## src/rtl/rvv_defs.sv

```systemverilog
// rvv_defs: shared types and constants for the vector instruction sequencer
package rvv_defs;
  typedef enum logic [1:0] {S_IDLE, S_ISSUE, S_WAIT, S_WB} seq_state_t;
  localparam logic [6:0] RVV_OPC_STORE = 7'b0100111;
  typedef struct packed {
    logic [31:0] instr;
    logic [31:0] vl;
  } seq_entry_t;
endpackage

```

## src/rtl/rvv_sync_fifo.sv

```systemverilog
// rvv_sync_fifo: power-of-two synchronous FIFO with full/empty flags and synchronous clear
module rvv_sync_fifo #(
  parameter int WIDTH = 64,
  parameter int DEPTH = 4
) (
  input  logic             clk,
  input  logic             rst,
  input  logic             clr,
  input  logic             push,
  input  logic             pop,
  input  logic [WIDTH-1:0] wdata,
  output logic [WIDTH-1:0] rdata,
  output logic             full,
  output logic             empty
);
  localparam int AW = $clog2(DEPTH);
  logic [WIDTH-1:0] mem_q [DEPTH];
  logic [AW-1:0] wr_q, wr_d, rd_q, rd_d;
  logic [AW:0] cnt_q, cnt_d;
  always_comb begin
    wr_d = clr ? '0 : wr_q + AW'(push);
    rd_d = clr ? '0 : rd_q + AW'(pop);
    cnt_d = clr ? '0 : cnt_q + (AW+1)'(push) - (AW+1)'(pop);
  end
  always_ff @(posedge clk or negedge rst) begin
    if (!rst) begin
      wr_q <= '0;
      rd_q <= '0;
      cnt_q <= '0;
    end else begin
      wr_q <= wr_d;
      rd_q <= rd_d;
      cnt_q <= cnt_d;
    end
  end
  always_ff @(posedge clk) begin
    if (push && !clr) mem_q[wr_q] <= wdata;
  end
  assign rdata = mem_q[rd_q];
  assign full = cnt_q == (AW+1)'(DEPTH);
  assign empty = cnt_q == '0;
endmodule

```

## src/rtl/rvv_vector_sequencer.sv

```systemverilog
// rvv_vector_sequencer: buffers vector instructions and sequences issue, completion and writeback
module rvv_vector_sequencer
  import rvv_defs::*;
#(
  parameter int VLEN = 512,
  parameter int NUM_REGS = 32,
  parameter int QDEPTH = 4,
  parameter int TIMEOUT = 1024,
  localparam int RW = $clog2(NUM_REGS)
) (
  input  logic            clk,
  input  logic            rst,
  input  logic            in_valid,
  output logic            in_ready,
  input  logic [31:0]     in_instr,
  input  logic [31:0]     in_vl,
  input  logic            flush,
  output logic            issue_start,
  output logic [31:0]     issue_instr,
  output logic [31:0]     issue_vl,
  input  logic            core_done,
  input  logic [VLEN-1:0] core_result,
  output logic            core_rst_n,
  output logic            wb_we,
  output logic [RW-1:0]   wb_addr,
  output logic [VLEN-1:0] wb_data,
  output logic            retire,
  output logic            timeout_err,
  output logic            busy
);
  localparam int CW = $clog2(TIMEOUT);
  seq_state_t state_q, state_d;
  seq_entry_t fifo_out;
  logic fifo_full, fifo_empty, push, pop;
  logic [31:0] instr_q, instr_d, vl_q, vl_d;
  logic [VLEN-1:0] result_q, result_d, wb_data_q, wb_data_d;
  logic [RW-1:0] wb_addr_q, wb_addr_d;
  logic [CW-1:0] cnt_q, cnt_d;
  logic issue_start_q, issue_start_d, wb_we_q, wb_we_d, retire_q, retire_d;
  logic timeout_err_q, timeout_err_d, core_rst_n_q, core_rst_n_d;
  assign in_ready = rst && !fifo_full && !flush;
  assign push = in_valid && in_ready;
  assign busy = !fifo_empty || state_q != S_IDLE;
  rvv_sync_fifo #(.WIDTH($bits(seq_entry_t)), .DEPTH(QDEPTH)) u_fifo (
    .clk(clk),
    .rst(rst),
    .clr(flush),
    .push(push),
    .pop(pop),
    .wdata({in_instr, in_vl}),
    .rdata(fifo_out),
    .full(fifo_full),
    .empty(fifo_empty)
  );
  always_comb begin
    state_d = state_q;
    instr_d = instr_q;
    vl_d = vl_q;
    result_d = result_q;
    wb_data_d = wb_data_q;
    wb_addr_d = wb_addr_q;
    cnt_d = cnt_q;
    issue_start_d = 1'b0;
    wb_we_d = 1'b0;
    retire_d = 1'b0;
    core_rst_n_d = 1'b1;
    timeout_err_d = timeout_err_q;
    pop = 1'b0;
    if (flush) begin
      // abandoning work the core has already seen needs a core reset
      state_d = S_IDLE;
      core_rst_n_d = !(state_q == S_ISSUE || state_q == S_WAIT);
    end else begin
      case (state_q)
        S_IDLE: if (!fifo_empty) begin
          pop = 1'b1;
          instr_d = fifo_out.instr;
          vl_d = fifo_out.vl;
          retire_d = fifo_out.vl == '0;
          state_d = fifo_out.vl == '0 ? S_IDLE : S_ISSUE;
        end
        S_ISSUE: begin
          issue_start_d = 1'b1;
          cnt_d = '0;
          state_d = S_WAIT;
        end
        S_WAIT: if (core_done) begin
          result_d = core_result;
          state_d = S_WB;
        end else if (cnt_q == CW'(TIMEOUT - 1)) begin
          core_rst_n_d = 1'b0;
          timeout_err_d = 1'b1;
          retire_d = 1'b1;
          state_d = S_IDLE;
        end else begin
          cnt_d = cnt_q + 1'b1;
        end
        S_WB: begin
          wb_we_d = instr_q[6:0] != RVV_OPC_STORE;
          wb_addr_d = RW'(instr_q[11:7]);
          wb_data_d = result_q;
          retire_d = 1'b1;
          state_d = S_IDLE;
        end
      endcase
    end
  end
  always_ff @(posedge clk or negedge rst) begin
    if (!rst) begin
      state_q <= S_IDLE;
      instr_q <= '0;
      vl_q <= '0;
      result_q <= '0;
      wb_data_q <= '0;
      wb_addr_q <= '0;
      cnt_q <= '0;
      issue_start_q <= 1'b0;
      wb_we_q <= 1'b0;
      retire_q <= 1'b0;
      timeout_err_q <= 1'b0;
      core_rst_n_q <= 1'b0;
    end else begin
      state_q <= state_d;
      instr_q <= instr_d;
      vl_q <= vl_d;
      result_q <= result_d;
      wb_data_q <= wb_data_d;
      wb_addr_q <= wb_addr_d;
      cnt_q <= cnt_d;
      issue_start_q <= issue_start_d;
      wb_we_q <= wb_we_d;
      retire_q <= retire_d;
      timeout_err_q <= timeout_err_d;
      core_rst_n_q <= core_rst_n_d;
    end
  end
  assign issue_start = issue_start_q;
  assign issue_instr = instr_q;
  assign issue_vl = vl_q;
  assign core_rst_n = core_rst_n_q;
  assign wb_we = wb_we_q;
  assign wb_addr = wb_addr_q;
  assign wb_data = wb_data_q;
  assign retire = retire_q;
  assign timeout_err = timeout_err_q;
endmodule

```

## config.mk

```make
export PLATFORM = sky130hd
export DESIGN_NAME = rvv_vector_sequencer
export DESIGN_NICKNAME = d
export VERILOG_FILES = /design/src/rtl/rvv_defs.sv /design/src/rtl/rvv_sync_fifo.sv /design/src/rtl/rvv_vector_sequencer.sv
export SDC_FILE = /design/constraint.sdc
export NUM_CORES = 1
export LEC_CHECK = 0
export CAP_MARGIN = 20
export CELL_PAD_IN_SITES_DETAIL_PLACEMENT = 0
export CELL_PAD_IN_SITES_GLOBAL_PLACEMENT = 1
export CORE_AREA = 8 8 450 452
export CTS_CLUSTER_SIZE = 14
export DETAILED_ROUTE_END_ITERATION = 6
export DIE_AREA = 0 0 458 460
export PLACE_DENSITY = 0.61
export SYNTH_ARGS = -nofsm -noshare
export SYNTH_HDL_FRONTEND = slang
export SYNTH_SLANG_ARGS = --single-unit
```

## constraint.sdc

```tcl
create_clock -name clk -period 6.6 [get_ports clk]
set_input_delay 0.66 -clock clk [delete_from_list [all_inputs] [get_ports clk]]
set_output_delay 0.66 -clock clk [all_outputs]
set_load 0.02 [all_outputs]
```

Yosys cells after proc, flatten, opt, wreduce, memory -nomap -nowiden
Memory sizes are Yosys's and may differ from the RTL's.
Index checks and enable logic that the tools add are counted.
{"block": "op_classes", "bitwise_logic": 3, "n_reduce_logical": 21, "addsub": 5, "eq_ne": 10, "mux": 30}
{"op": "logical NOT 32 bit", "count": 1}
{"op": "2-to-1 mux 10 bit", "count": 2}
{"op": "one-hot mux 10 bit (2 select lines)", "count": 1}
{"op": "2-to-1 mux 1 bit", "count": 18}
{"op": "2-to-1 mux 2 bit", "count": 6}
{"op": "adder 10 x 1 -> 10 bit, second input constant", "count": 1}
{"op": "equality test 10 bit, second input constant", "count": 1}
{"op": "one-hot mux 2 bit (4 select lines)", "count": 1}
{"op": "AND reduction 4 bit", "count": 2}
{"op": "inequality test 7 x 6 -> 1 bit, second input constant", "count": 1}
{"op": "AND reduction 3 bit", "count": 2}
{"op": "adder 2 x 1 -> 2 bit", "count": 2}
{"op": "equality test 2 bit, second input constant", "count": 2}
{"op": "logical AND 1 bit", "count": 4}
{"op": "logical NOT 1 bit", "count": 4}
{"op": "inequality test 2 bit, second input constant", "count": 2}
{"op": "inequality test 4 x 3 -> 1 bit, second input constant", "count": 1}
{"op": "AND reduction 2 bit", "count": 2}
{"op": "nonzero test 2 bit", "count": 2}
{"op": "adder 3 x 1 -> 3 bit", "count": 1}
{"op": "equality test 3 bit, second input constant", "count": 1}
{"op": "logical NOT 3 bit", "count": 1}
{"op": "2-to-1 mux 3 bit", "count": 1}
{"op": "inequality test 3 bit, second input constant", "count": 1}
{"op": "other kinds (6)", "count": 9}
{"block": "totals", "register_bits": 1117, "ramBits": 256, "in_bits": 581, "n_memories": 1, "elab_cells": 85, "output_inout_bits": 588}
{"memory": "u_fifo.mem_q", "depth": 4, "width": 64, "rd": 1, "rd_clocked_by_memory_dff": 0, "write_ports": 1, "line": "rvv_sync_fifo.sv:17", "text": "logic [WIDTH-1:0] mem_q [DEPTH];"}

Longest topological paths before layout
{"block": "logic_depth", "ltp_word": 8, "mapped_depth": 13}

Hierarchy
From an unflattened synthesis, not the netlist that was laid out.
{"block": "hier_totals", "cells_unflattened": 2794, "area_unflattened_um2": 51039.0}
{"module": "rvv_vector_sequencer", "cells_each": 2428, "instances": 1, "area_per_inst_um2": 41343.4, "seq_area_each_um2": 27776.6}
{"module": "rvv_sync_fifo", "cells_each": 366, "instances": 1, "area_per_inst_um2": 9695.5, "seq_area_each_um2": 7862.5}

Worst setup path after synthesis
Ideal clock, no wire load.
{"block": "synth_path", "kind": "input -> register", "from": "input port flush", "to": "memory u_fifo.mem_q[1][0] (enable)", "arrival_ns": 6.264, "stages": 5, "path_slack_ns": -0.242, "setup_ns": 0.578, "cell_sequence": "clkbuf_1 nand2b_1 a21oi_1 nand2_1 nor3b_1"}
{"block": "synth_via", "elab_chain_cells": 6}
{"item": "from (decl)", "line": "rvv_vector_sequencer.sv:17", "text": "input logic flush,"}
{"item": "logical NOT 1 bit", "line": "rvv_vector_sequencer.sv:41", "text": "assign in_ready = rst && !fifo_full && !flush;"}
{"item": "logical AND 1 bit", "line": "rvv_vector_sequencer.sv:41"}
{"item": "named net in_ready", "line": "rvv_vector_sequencer.sv:14", "text": "output logic in_ready,"}
{"item": "logical AND 1 bit", "line": "rvv_vector_sequencer.sv:42", "text": "assign push = in_valid && in_ready;"}
{"item": "logical AND 1 bit", "line": "rvv_sync_fifo.sv:37", "text": "if (push && !clr) mem_q[wr_q] <= wdata;"}
{"item": "2-to-1 mux 1 bit", "line": "rvv_sync_fifo.sv:37"}
{"item": "2-to-1 mux 1 bit (implied by the code)", "line": "rvv_sync_fifo.sv:37"}
{"item": "to (decl)", "line": "rvv_sync_fifo.sv:17"}
The timed path passes the listed nets, and every way through them passes these cells.

Worst setup path in the final report
{"block": "layout_path", "from": "input port flush", "to": "output port in_ready"}
{"block": "layout_via", "elab_chain_cells": 2}
{"item": "logical NOT 1 bit", "line": "rvv_vector_sequencer.sv:41"}
{"item": "logical AND 1 bit", "line": "rvv_vector_sequencer.sv:41"}
{"item": "to (decl)", "line": "rvv_vector_sequencer.sv:14"}
Every way passes these cells.

==> run metrics <==
status=complete, no violations; Initial Util=0.2596; Detailed Place HPWL=128600 um; register area share after synthesis=0.7011; Async SR Flop Fraction=0.8135; Top Ports=1169; clock power share=0.292; final net count=4607; family with the most delay on the worst path=buffers and inverters; WL final=175200 um; area delta synth->final=39.75%; synthesized area per cell=18.21 um^2; first-pass GRT wire length=244800 um; Worst setup SP type=input port; Crit path arrival time=2.93 ns; Critical Path End Type=output port; Setup Viol. Count Final=0; worst path cell trace=clkdlybuf4s50_1, nand2b_1, a21oi_1, clkdlybuf4s50_1; pin count of the biggest net entering global routing=143; leakage power=30.91 nW; cell taking the most area after synthesis=dfrtp_1; CTS Root Cell=clkbuf_16; commonest non-fill, non-tap cell in the layout=clkdlybuf4s50_1; Switching Fraction=0.3145; slowest stage delay, CP=0.85 ns; Yosys reg bits=1373; wire per inst=25.99 um; port bufs=1168; Detail Route Antenna Nets=0; Vias=29149; GRT Total Usage=0.1616; initial antenna violation count=98; RD Place Congestion=0.8386; cts bufs inserted=161; first-iteration detailed-routing DRC count=1375; required time of the critical path=5.94 ns; Die Height=460 um; Remaining DRCs=0; max cap viols=0; minimum clock period=3.592 ns; Unique masters post-synth=41; ys flop type=dfrtp_1; share of layout cells above drive strength 1=0.09957; fillers=18564; die width=458 um; Critical Path Most Common Cell=clkdlybuf4s50_1; row count=163; H-tree levels=4; Reg power frac=0.424; min setup slack post-route=3.008 ns; worst vdd ir=0.2942 mV; RSZ-0062 raised after global routing=no; worst hold path type=in2async; Die ar.=210700 um^2; Max-slew headroom=0.2756; slowest CP cell=clkdlybuf4s50_1; vias per cell=4.322; Pwr Total=0.03087 W; Synth top area share=0.5499; Worst-path clk slew=0.06 ns; vias in the first global route=30859; Post-Syn Area=50830 um^2; Mapped Nets=3383; top post-synthesis cells by area=dfrtp_1, mux2_1, edfxtp_1, mux4_2, mux2_2; Comb power frac=0.284; WS Path Type=in2out; final hold vios=0; Overflow after GRT=0; Synth Instances=2791; Ys Warns=0; Int Pwr=0.02116 W; pre-CTS WS=2.433 ns; CTS Sinks=1373; Switch Pwr=0.009708 W; EDFF count, synth=256; Worst Path Max Fanout=19; Worst Path Buf+Inv=2; clk buf depth=3; Worst-Skew Late Latency=0.82 ns; PwrDens=434.6 nW/um^2; final setup TNS=0 ns; most frequent cells in the layout=clkdlybuf4s50_1, dfrtp_1, mux2_1, edfxtp_1, clkbuf_16; Setup Skew=0.04134 ns; area of the core=195800 um^2; Final Max Slew Viols=0; CTS tree=done; Final period util=0.5443; Tightest Pin Transition=1.087 ns; DRT Pass-1 Iters=5; fmax=278.4 MHz
-- state kept, by name (all words and copies together) (netlist names) --
| name | cells |
|---|---|
| result_q | 512 |
| core_rst_n | 1 |
| u_fifo.wr_q | 2 |
| issue_start | 1 |
| issue_vl | 32 |
| retire | 1 |
| u_fifo.cnt_q | 3 |
| wb_we | 1 |
| state_q | 2 |
| wb_data | 512 |
| u_fifo.mem_q | 256 |
| timeout_err | 1 |
| wb_addr | 5 |
| issue_instr | 32 |
| cnt_q | 10 |
| u_fifo.rd_q | 2 |
-- path summary, 6_finish.rpt --
kind                             startpoint       endpoint  slack [ns]  depth (start not counted)
setup / recovery                      flush       in_ready        3.01                          4
hold / removal                          rst   result_q[73]        0.42                          2
setup reg to reg             u_fifo.rd_q[0]         retire        3.14                          6
hold reg to reg                 timeout_err    timeout_err        0.45                          1
max in group asynchronous               rst   result_q[33]        3.58                          5
min in group clk           core_result[483]  result_q[483]        0.43                          2
-- routing by layer --
metal / global-route usage / vias to the layer above / routed length [um]
met5: 0 / - / 343
met4: 0.05366 / 56 / 5353
met3: 0.08347 / 312 / 19210
met2: 0.2440 / 1061 / 77850
met1: 0.1999 / 15039 / 72500
li1: - / 12681 / -
-- final cells by class --
| cell class | count | area (um^2) | area share |
|---|---|---|---|
| Multi-Input combinational cell | 1266 | 14520 | 0.2043 |
| Tap cell | 2557 | 3199 | 0.04504 |
| Inverter | 13 | 48.80 | 0.0006869 |
| Antenna cell | 39 | 97.59 | 0.001374 |
| Clock inverter | 57 | 743.2 | 0.01046 |
| Timing Repair Buffer | 1200 | 12130 | 0.1708 |
| Clock buffer | 239 | 4653 | 0.06550 |
| Sequential cell | 1373 | 35650 | 0.5018 |
-- cells by family (layout without fill, tap and decap cells) --
| kind of cell | count (synthesis) | after routing | synth area share |
|---|---|---|---|
| AOI/OAI and AO/OA | 16 | 16 | 0.001969 |
| DFF | 1373 | 1373 | 0.7011 |
| muxes | 1158 | 1158 | 0.2707 |
| and+or+nand+nor | 71 | 71 | 0.007409 |
| xor gates and xnor gates | 10 | 10 | 0.001723 |
| adders and majority gates | 11 | 11 | 0.002855 |
| other | 0 | 39 | 0 |
| buffers and inverters | 152 | 1509 | 0.01425 |
-- worst reg2reg max path, stage by stage (launching register included) --
cell and delay [ns]:
dfrtp_4 0.93, buf_4 0.64, mux4_2 0.64, nor4_2 0.38, nand4_1 0.24, o311a_1 0.44
nor3_2 0.11
-- Yosys cell counts, drive strengths merged (5+ instances only) --
library cell  instances
mux4                 64
dfrtp              1117
nor4                 10
a21oi                 6
inv                  13
nor2                 21
nand2                 9
mux2               1093
nor3                  8
clkbuf               25
xnor2                 9
buf                 114
edfxtp              256
ha                   10
nand2b                5
-- power by group through the flow --
stage	registers [W]	logic, W	clock network (W)
2_1_floorplan	0.0142	0.00287	0
3_3_place_gp	0.0132	0.00885	0
3_5_place_dp	0.0133	0.00892	0
4_1_cts	0.0132	0.00899	0.00934
5_1_grt	0.0135	0.00938	0.00965
6_report	0.0131	0.00877	0.00901
-- what timing repair did --
action,in CTS,in global routing
setup buffers,0,0
endpoints found under the hold margin,42,0
hold buffers,1,0
gates resized for setup,0,0
-- per-stage QoR --
step | area (um^2) | utilization | hold WS (ns) | instances
after floorplan | 50840 | - | 0.3644 | 2791
after global placement | 65510 | 0.3346 | 0.4427 | 6407
after detailed placement | 65510 | 0.3346 | 0.4467 | 6407
after CTS | 70910 | 0.3622 | 0.3272 | 6704
after global routing | 70980 | 0.3625 | 0.3548 | 6721
final | 71040 | 0.3628 | 0.4218 | 6744
(Power assumes the default switching activity.)
